**src/rtl/regfile_scoreboard_pkg.sv**
```systemverilog
//==============================================================================
// Module      : regfile_scoreboard_pkg
// Description : Shared register-file types and constants for the scoreboard.
// Revision    : 1.0 - initial release
//==============================================================================
`default_nettype none

package regfile_scoreboard_pkg;

    typedef logic [4:0] reg_addr_t;

    localparam reg_addr_t REG_ZERO      = 5'd0;
    localparam int        NUM_ARCH_REGS = 32;

endpackage : regfile_scoreboard_pkg

`default_nettype wire

```
**src/rtl/regfile_scoreboard_if.sv**
```systemverilog
//==============================================================================
// Module      : regfile_scoreboard_if
// Description : Issue, writeback and status bundle between decode/WB and scoreboard.
// Revision    : 1.0 - initial release
//==============================================================================
`default_nettype none

interface regfile_scoreboard_if #(
    parameter int NUM_REGS   = 32,
    parameter int ADDR_WIDTH = 5,
    parameter int CNT_WIDTH  = 16
);
    logic                  issue_valid;
    logic [ADDR_WIDTH-1:0] issue_rs1;
    logic [ADDR_WIDTH-1:0] issue_rs2;
    logic                  issue_use_rs1;
    logic                  issue_use_rs2;
    logic [ADDR_WIDTH-1:0] issue_rd;
    logic                  issue_wr_en;
    logic                  issue_ready;
    logic                  wb0_valid;
    logic [ADDR_WIDTH-1:0] wb0_rd;
    logic                  wb1_valid;
    logic [ADDR_WIDTH-1:0] wb1_rd;
    logic [NUM_REGS-1:0]   busy_mask;
    logic [ADDR_WIDTH:0]   outstanding;
    logic [CNT_WIDTH-1:0]  stall_cycles;
    logic                  err;

    modport master (
        output issue_valid, issue_rs1, issue_rs2, issue_use_rs1, issue_use_rs2,
               issue_rd, issue_wr_en, wb0_valid, wb0_rd, wb1_valid, wb1_rd,
        input  issue_ready, busy_mask, outstanding, stall_cycles, err
    );

    modport slave (
        input  issue_valid, issue_rs1, issue_rs2, issue_use_rs1, issue_use_rs2,
               issue_rd, issue_wr_en, wb0_valid, wb0_rd, wb1_valid, wb1_rd,
        output issue_ready, busy_mask, outstanding, stall_cycles, err
    );

endinterface : regfile_scoreboard_if

`default_nettype wire

```
**src/rtl/regfile_scoreboard_popcount.sv**
```systemverilog
//==============================================================================
// Module      : regfile_scoreboard_popcount
// Description : Combinational population count of a bit vector.
// Revision    : 1.0 - initial release
//==============================================================================
`default_nettype none

module regfile_scoreboard_popcount #(
    parameter int WIDTH     = 32,
    parameter int OUT_WIDTH = 6
) (
    input  wire logic [WIDTH-1:0]     i_vec,
    output logic      [OUT_WIDTH-1:0] o_count
);

    always_comb begin
        o_count = '0;
        for (int i = 0; i < WIDTH; i++) begin
            o_count = o_count + OUT_WIDTH'(i_vec[i]);
        end
    end

endmodule : regfile_scoreboard_popcount

`default_nettype wire

```
**src/rtl/regfile_scoreboard.sv**
```systemverilog
//==============================================================================
// Module      : regfile_scoreboard
// Description : Busy-bit scoreboard stalling issue on RAW/WAW until writeback.
// Revision    : 1.0 - initial release
//==============================================================================
`default_nettype none

module regfile_scoreboard
    import regfile_scoreboard_pkg::*;
#(
    parameter int NUM_REGS      = NUM_ARCH_REGS,
    parameter int ADDR_WIDTH    = $clog2(NUM_REGS),
    parameter int RETIRE_BYPASS = 1,
    parameter int CNT_WIDTH     = 16
) (
    input  wire logic          clk,
    input  wire logic          rst,
    regfile_scoreboard_if.slave sb
);

    localparam logic [ADDR_WIDTH-1:0] c_zero = ADDR_WIDTH'(REG_ZERO);

    logic [NUM_REGS-1:0]  busy_q, busy_d;
    logic [ADDR_WIDTH:0]  outstanding_q, outstanding_d;
    logic [CNT_WIDTH-1:0] stall_q, stall_d;
    logic                 err_q, err_d;

    logic [NUM_REGS-1:0]  w_retiring;
    logic [NUM_REGS-1:0]  w_eff_busy;
    logic [NUM_REGS-1:0]  w_set;
    logic                 w_hazard;
    logic                 w_orphan0;
    logic                 w_orphan1;
    logic                 w_dual;

    always_comb begin
        w_retiring = '0;
        if (sb.wb0_valid) w_retiring[sb.wb0_rd] = 1'b1;
        if (sb.wb1_valid) w_retiring[sb.wb1_rd] = 1'b1;
        w_retiring[0] = 1'b0;
    end

    // With bypass, a register retiring this cycle no longer blocks issue.
    if (RETIRE_BYPASS != 0) begin : g_bypass
        assign w_eff_busy = busy_q & ~w_retiring;
    end else begin : g_no_bypass
        assign w_eff_busy = busy_q;
    end

    always_comb begin
        w_hazard = (sb.issue_use_rs1 && (sb.issue_rs1 != c_zero) && w_eff_busy[sb.issue_rs1])
                || (sb.issue_use_rs2 && (sb.issue_rs2 != c_zero) && w_eff_busy[sb.issue_rs2])
                || (sb.issue_wr_en   && (sb.issue_rd  != c_zero) && w_eff_busy[sb.issue_rd]);

        w_set = '0;
        if (sb.issue_valid && !w_hazard && sb.issue_wr_en) w_set[sb.issue_rd] = 1'b1;
        w_set[0] = 1'b0;

        busy_d    = (busy_q & ~w_retiring) | w_set;
        busy_d[0] = 1'b0;

        w_orphan0 = sb.wb0_valid && (sb.wb0_rd != c_zero) && !busy_q[sb.wb0_rd];
        w_orphan1 = sb.wb1_valid && (sb.wb1_rd != c_zero) && !busy_q[sb.wb1_rd];
        w_dual    = sb.wb0_valid && sb.wb1_valid && (sb.wb0_rd == sb.wb1_rd)
                 && (sb.wb0_rd != c_zero);
        err_d     = err_q || w_orphan0 || w_orphan1 || w_dual;

        stall_d = stall_q;
        if (sb.issue_valid && w_hazard && (stall_q != '1)) begin
            stall_d = stall_q + CNT_WIDTH'(1);
        end
    end

    // Count the next busy vector so outstanding moves in lockstep with busy_mask.
    regfile_scoreboard_popcount #(
        .WIDTH     (NUM_REGS),
        .OUT_WIDTH (ADDR_WIDTH + 1)
    ) u_popcount (
        .i_vec   (busy_d),
        .o_count (outstanding_d)
    );

    always_ff @(posedge clk or posedge rst) begin
        if (rst) begin
            busy_q        <= '0;
            outstanding_q <= '0;
            stall_q       <= '0;
            err_q         <= 1'b0;
        end else begin
            busy_q        <= busy_d;
            outstanding_q <= outstanding_d;
            stall_q       <= stall_d;
            err_q         <= err_d;
        end
    end

    assign sb.issue_ready  = ~w_hazard;
    assign sb.busy_mask    = busy_q;
    assign sb.outstanding  = outstanding_q;
    assign sb.stall_cycles = stall_q;
    assign sb.err          = err_q;

endmodule : regfile_scoreboard

`default_nettype wire

```
**src/flat_wrapper.sv**
```systemverilog
// flat-port wrapper written by rule: the top's interface ports become plain ports
module regfile_scoreboard_flat import regfile_scoreboard_pkg::*;
#(
    parameter int NUM_REGS      = NUM_ARCH_REGS,
    parameter int ADDR_WIDTH    = $clog2(NUM_REGS),
    parameter int RETIRE_BYPASS = 1,
    parameter int CNT_WIDTH     = 16
)
  (clk, rst, sb_issue_valid, sb_issue_rs1, sb_issue_rs2, sb_issue_use_rs1, sb_issue_use_rs2, sb_issue_rd, sb_issue_wr_en, sb_wb0_valid, sb_wb0_rd, sb_wb1_valid, sb_wb1_rd, sb_issue_ready, sb_busy_mask, sb_outstanding, sb_stall_cycles, sb_err);
  regfile_scoreboard_if #(.NUM_REGS(NUM_REGS), .ADDR_WIDTH(ADDR_WIDTH), .CNT_WIDTH(CNT_WIDTH)) sb_i ();
  input  wire logic clk;
  input  wire logic rst;
  input wire logic [$bits(sb_i.issue_valid)-1:0] sb_issue_valid;
  input wire logic [$bits(sb_i.issue_rs1)-1:0] sb_issue_rs1;
  input wire logic [$bits(sb_i.issue_rs2)-1:0] sb_issue_rs2;
  input wire logic [$bits(sb_i.issue_use_rs1)-1:0] sb_issue_use_rs1;
  input wire logic [$bits(sb_i.issue_use_rs2)-1:0] sb_issue_use_rs2;
  input wire logic [$bits(sb_i.issue_rd)-1:0] sb_issue_rd;
  input wire logic [$bits(sb_i.issue_wr_en)-1:0] sb_issue_wr_en;
  input wire logic [$bits(sb_i.wb0_valid)-1:0] sb_wb0_valid;
  input wire logic [$bits(sb_i.wb0_rd)-1:0] sb_wb0_rd;
  input wire logic [$bits(sb_i.wb1_valid)-1:0] sb_wb1_valid;
  input wire logic [$bits(sb_i.wb1_rd)-1:0] sb_wb1_rd;
  output wire logic [$bits(sb_i.issue_ready)-1:0] sb_issue_ready;
  output wire logic [$bits(sb_i.busy_mask)-1:0] sb_busy_mask;
  output wire logic [$bits(sb_i.outstanding)-1:0] sb_outstanding;
  output wire logic [$bits(sb_i.stall_cycles)-1:0] sb_stall_cycles;
  output wire logic [$bits(sb_i.err)-1:0] sb_err;
  assign sb_i.issue_valid = sb_issue_valid;
  assign sb_i.issue_rs1 = sb_issue_rs1;
  assign sb_i.issue_rs2 = sb_issue_rs2;
  assign sb_i.issue_use_rs1 = sb_issue_use_rs1;
  assign sb_i.issue_use_rs2 = sb_issue_use_rs2;
  assign sb_i.issue_rd = sb_issue_rd;
  assign sb_i.issue_wr_en = sb_issue_wr_en;
  assign sb_i.wb0_valid = sb_wb0_valid;
  assign sb_i.wb0_rd = sb_wb0_rd;
  assign sb_i.wb1_valid = sb_wb1_valid;
  assign sb_i.wb1_rd = sb_wb1_rd;
  assign sb_issue_ready = sb_i.issue_ready;
  assign sb_busy_mask = sb_i.busy_mask;
  assign sb_outstanding = sb_i.outstanding;
  assign sb_stall_cycles = sb_i.stall_cycles;
  assign sb_err = sb_i.err;
  regfile_scoreboard #(.NUM_REGS(NUM_REGS), .ADDR_WIDTH(ADDR_WIDTH), .RETIRE_BYPASS(RETIRE_BYPASS), .CNT_WIDTH(CNT_WIDTH)) u_core (.clk(clk), .rst(rst), .sb(sb_i));
endmodule
```
**config.mk**
```make
export PLATFORM = sky130hd
export DESIGN_NAME = regfile_scoreboard_flat
export DESIGN_NICKNAME = d
export VERILOG_FILES = /design/src/rtl/regfile_scoreboard_pkg.sv /design/src/rtl/regfile_scoreboard_if.sv /design/src/rtl/regfile_scoreboard_popcount.sv /design/src/rtl/regfile_scoreboard.sv /design/src/flat_wrapper.sv
export SDC_FILE = /design/constraint.sdc
export NUM_CORES = 1
export LEC_CHECK = 0
export CORE_ASPECT_RATIO = 1.4
export CORE_MARGIN = 1.5
export CORE_UTILIZATION = 50
export DETAILED_ROUTE_END_ITERATION = 10
export HOLD_SLACK_MARGIN = 0.1
export PLACE_DENSITY = 0.8
export SLEW_MARGIN = 20
export SYNTH_ARGS = -nofsm -noshare
export SYNTH_HDL_FRONTEND = slang
export SYNTH_SLANG_ARGS = --single-unit
```
**constraint.sdc**
```tcl
create_clock -name clk -period 8 [get_ports clk]
set_input_delay 0.8 -clock clk [delete_from_list [all_inputs] [get_ports clk]]
set_output_delay 0.8 -clock clk [all_outputs]
set_load 0.1 [all_outputs]
```
==> out/metrics.yaml <==
status:
  status: "finished with violations"
  violations: "negative setup slack"
finish:
  finalCoreUtilization_pct: 77.12
  nNetsFinal: 798
  drive_gt1_share_pct: 34.29
  syn_to_final_growth_pct: 51.00
  register_area_um2: 1351
  num-fill-cells: 733
  fin_area_um2: 7635
  multi_input_area_um2: 3714
  antennaDiodeCount: 0
floorplan:
  ios: 89
  fp.dieW_um: 87.99
  dieArea_um2: 10730
  fp.dieH_um: 122.0
  core_area_um2: 9899
  rows: 43
  start_util_pct: 51.07
critical_path:
  slowest_stage: "fa_1"
  critPathKind: "in2reg"
  cpPeakStageDelay_ps: 620
  start_kind: "input port"
  arrival_ps: 8240
  path_common_cell: "fa_1"
  worstPathMaxFanout: 4
  required_ps: 8220
  critPathCaptureType: "flop"
pwr:
  power.total_uw: 2045
  leakage_uw: 0.003190
  powerDensity_nw_per_um2: 267.8
  ir_drop_v: 0.0004879
grt:
  grt_pass1_vias: 5833
  grt_max_degree: 55
  globalRoute.totalOverflow: 0
  antenna_found_initial: 0
  grt_pass1_wl_um: 33110
  track_usage_pct: 42.04
sta:
  timing.final.crit_share_pct: 100.2
  finalSetupTns_ps: -17.04
  rsz0062_at_grt: "yes"
  slew_viol_final: 0
  fin_crit_ps: 8017
  skew_ps: 8.235
  slew-limit-headroom_pct: 32.66
  tightest_slew_ps: 1007
  fmax_mhz: 124.7
  setup_violations: 1
  hold_viol_final: 0
  setup_ws_ps: -17.04
yosys:
  synth_edf_count: 0
  ys_seq_elements: 54
  ys.flop_type: "dfrtp_1"
  yosysUniqueCellTypes: 74
  synth_cells: 520
  syn_avg_cell_area_um2: 9.723
  synth-seq-area-share_pct: 26.73
  ys_warn_count: 0
  syn_nets: 584
  ys_async_sr_fraction_pct: 100.0
  syn_area_um2: 5056
clocking:
  clkTransAtPathRegs_ps: 80
  clk_latency_ps: 300
  htreeDepth: 2
  cts_sinks: 54
  cts_hold_buffers: 0
  ctsRootBufferMaster: "clkbuf_16"
  clock_path_buffers: 2
  cts_tree: "yes"
  cts_buffers: 5
routing:
  wl_met3_um: 2019
  first_pass_iters: 6
  wl_met1_um: 7473
  ant_nets: 0
  drc_errors: 0
  wl_per_cell_um: 25.21
  wl_met2_um: 10390
  route.final.wire_length_um: 21930
  vias: 5883
  highest_layer: "met4"
  vias_per_cell: 6.762
  drt_iter0_markers: 646
place:
  dpl-instance-area_um2: 7057
  globalplace.congestion: 1.089
  portBuffers: 87
  dpl.hpwl_um: 16800
job:
  maxCapViolCount: 0
hold_path:
  hp-class: "reg2reg"
==> repair_timing <==
action,4_1_cts,5_1_grt
gates cloned,0,0
buffers inserted,4,6
hold endpoints to repair,0,0
gates resized for setup,53,26
pin swaps,22,20
endpoints found under the setup margin,5,4
==> through the flow <==
step / setup WS (ps) / std cells / hold slack, ps
2_1_floorplan: 91.03 / 520 / 1048
5_1_grt: -196.2 / 870 / 515.1
6_report: -17.04 / 870 / 494.5
3_3_place_gp: -620.4 / 852 / 477.7
4_1_cts: 2.180 / 864 / 496.0
3_5_place_dp: -953.3 / 852 / 479.5
==> sequential cells by signal, indices dropped and copies added (netlist names) <==
| name | count |
|---|---|
| u_core.sb.busy_mask | 31 |
| u_core.sb.err | 1 |
| u_core.sb.outstanding | 6 |
| u_core.sb.stall_cycles | 16 |
==> synthesized netlist by cell type, types with 15 or more instances <==
master | n | area (um2)
clkbuf_1 | 26 | 97.59
inv_1 | 20 | 75.07
o221ai_1 | 28 | 245.2
o21ai_0 | 27 | 135.1
fa_1 | 23 | 460.4
o21ai_1 | 15 | 75.07
nand4_1 | 15 | 93.84
nand2_1 | 21 | 78.83
xnor2_1 | 18 | 157.7
dfrtp_1 | 54 | 1351
nor2_1 | 19 | 71.32
mux4_2 | 18 | 405.4
==> cell families after synthesis <==
| family | after synthesis | synth area share, % |
|---|---|---|
| xor+xnor | 23 | 3.984 |
| fa+ha+maj | 31 | 11.09 |
| simple gates | 152 | 18.54 |
| flops | 54 | 26.73 |
| other cells | 1 | 0.07417 |
| buf+inv | 64 | 5.518 |
| mux | 34 | 11.23 |
| compound gates | 161 | 22.84 |
==> per-layer routing <==
metal / vias up / GRT usage, %
met4: 0 / 26.69
li1: 2449 / -
met2: 475 / 70.56
met1: 2811 / 50.29
met3: 148 / 5.081
met5: - / 0
==> worst paths after layout <==
| kind | startpoint | to | slack, ps | cells after the start |
|---|---|---|---|---|
| max reg2reg | u_core.sb.busy_mask[31]$_DFF_PP0_ | u_core.sb.outstanding[4]$_DFF_PP0_ | 1000 | 26 |
| min | u_core.sb.stall_cycles[12]$_DFFE_PP0P_ | u_core.sb.stall_cycles[12]$_DFFE_PP0P_ | 490 | 1 |
| max | sb_wb0_rd[4] | u_core.sb.outstanding[4]$_DFF_PP0_ | -20 | 26 |
| max in group asynchronous | rst | u_core.sb.stall_cycles[1]$_DFFE_PP0P_ | 6460 | 2 |
| min reg2reg | u_core.sb.stall_cycles[12]$_DFFE_PP0P_ | u_core.sb.stall_cycles[12]$_DFFE_PP0P_ | 490 | 1 |
| min in group asynchronous | rst | u_core.sb.outstanding[5]$_DFF_PP0_ | 980 | 2 |
==> layout by cell type, fill, tap and decap left out, types with 6 or more instances in the layout <==
cell	count
a21oi_1	11
a22oi_1	6
and3_1	10
buf_4	152
buf_6	7
clkdlybuf4s50_1	79
dfrtp_1	54
fa_1	21
ha_1	8
inv_1	18
mux2i_1	14
mux4_2	18
nand2_1	20
nand2b_1	6
nand3_1	13
nand4_1	15
nor2_1	19
o211ai_1	7
o21a_1	12
o21ai_0	22
o21ai_1	15
o221ai_1	18
o221ai_2	8
o22ai_1	11
xnor2_1	18
==> final cells by class <==
cell class / instances / share of cell area (%)
clock inverters: 3 / 0.3769
clock buffers: 5 / 1.639
well taps: 135 / 2.212
repair buffers: 250 / 28.38
inverters: 21 / 1.049
multi-input cells: 402 / 48.64
flip-flops and latches: 54 / 17.70
==> critical path: cells and delay by family <==
kind,cells,cell delay [ps]
AND/OR/NAND/NOR,4,1200
AO/OA/AOI/OAI,7,1220
adder cells (fa/ha/maj),8,3860
XOR/XNOR,1,140
buffers and inverters,6,990
==> power breakdown <==
| group | internal (uW) | total (uW) | switching [uW] |
|---|---|---|---|
| clock | 120 | 229 | 109 |
| combinational | 546 | 1430 | 883 |
| sequential | 327 | 387 | 60.2 |
| total | 992 | 2040 | 1050 |
No activity file was read; power rests on OpenSTA's default activity.
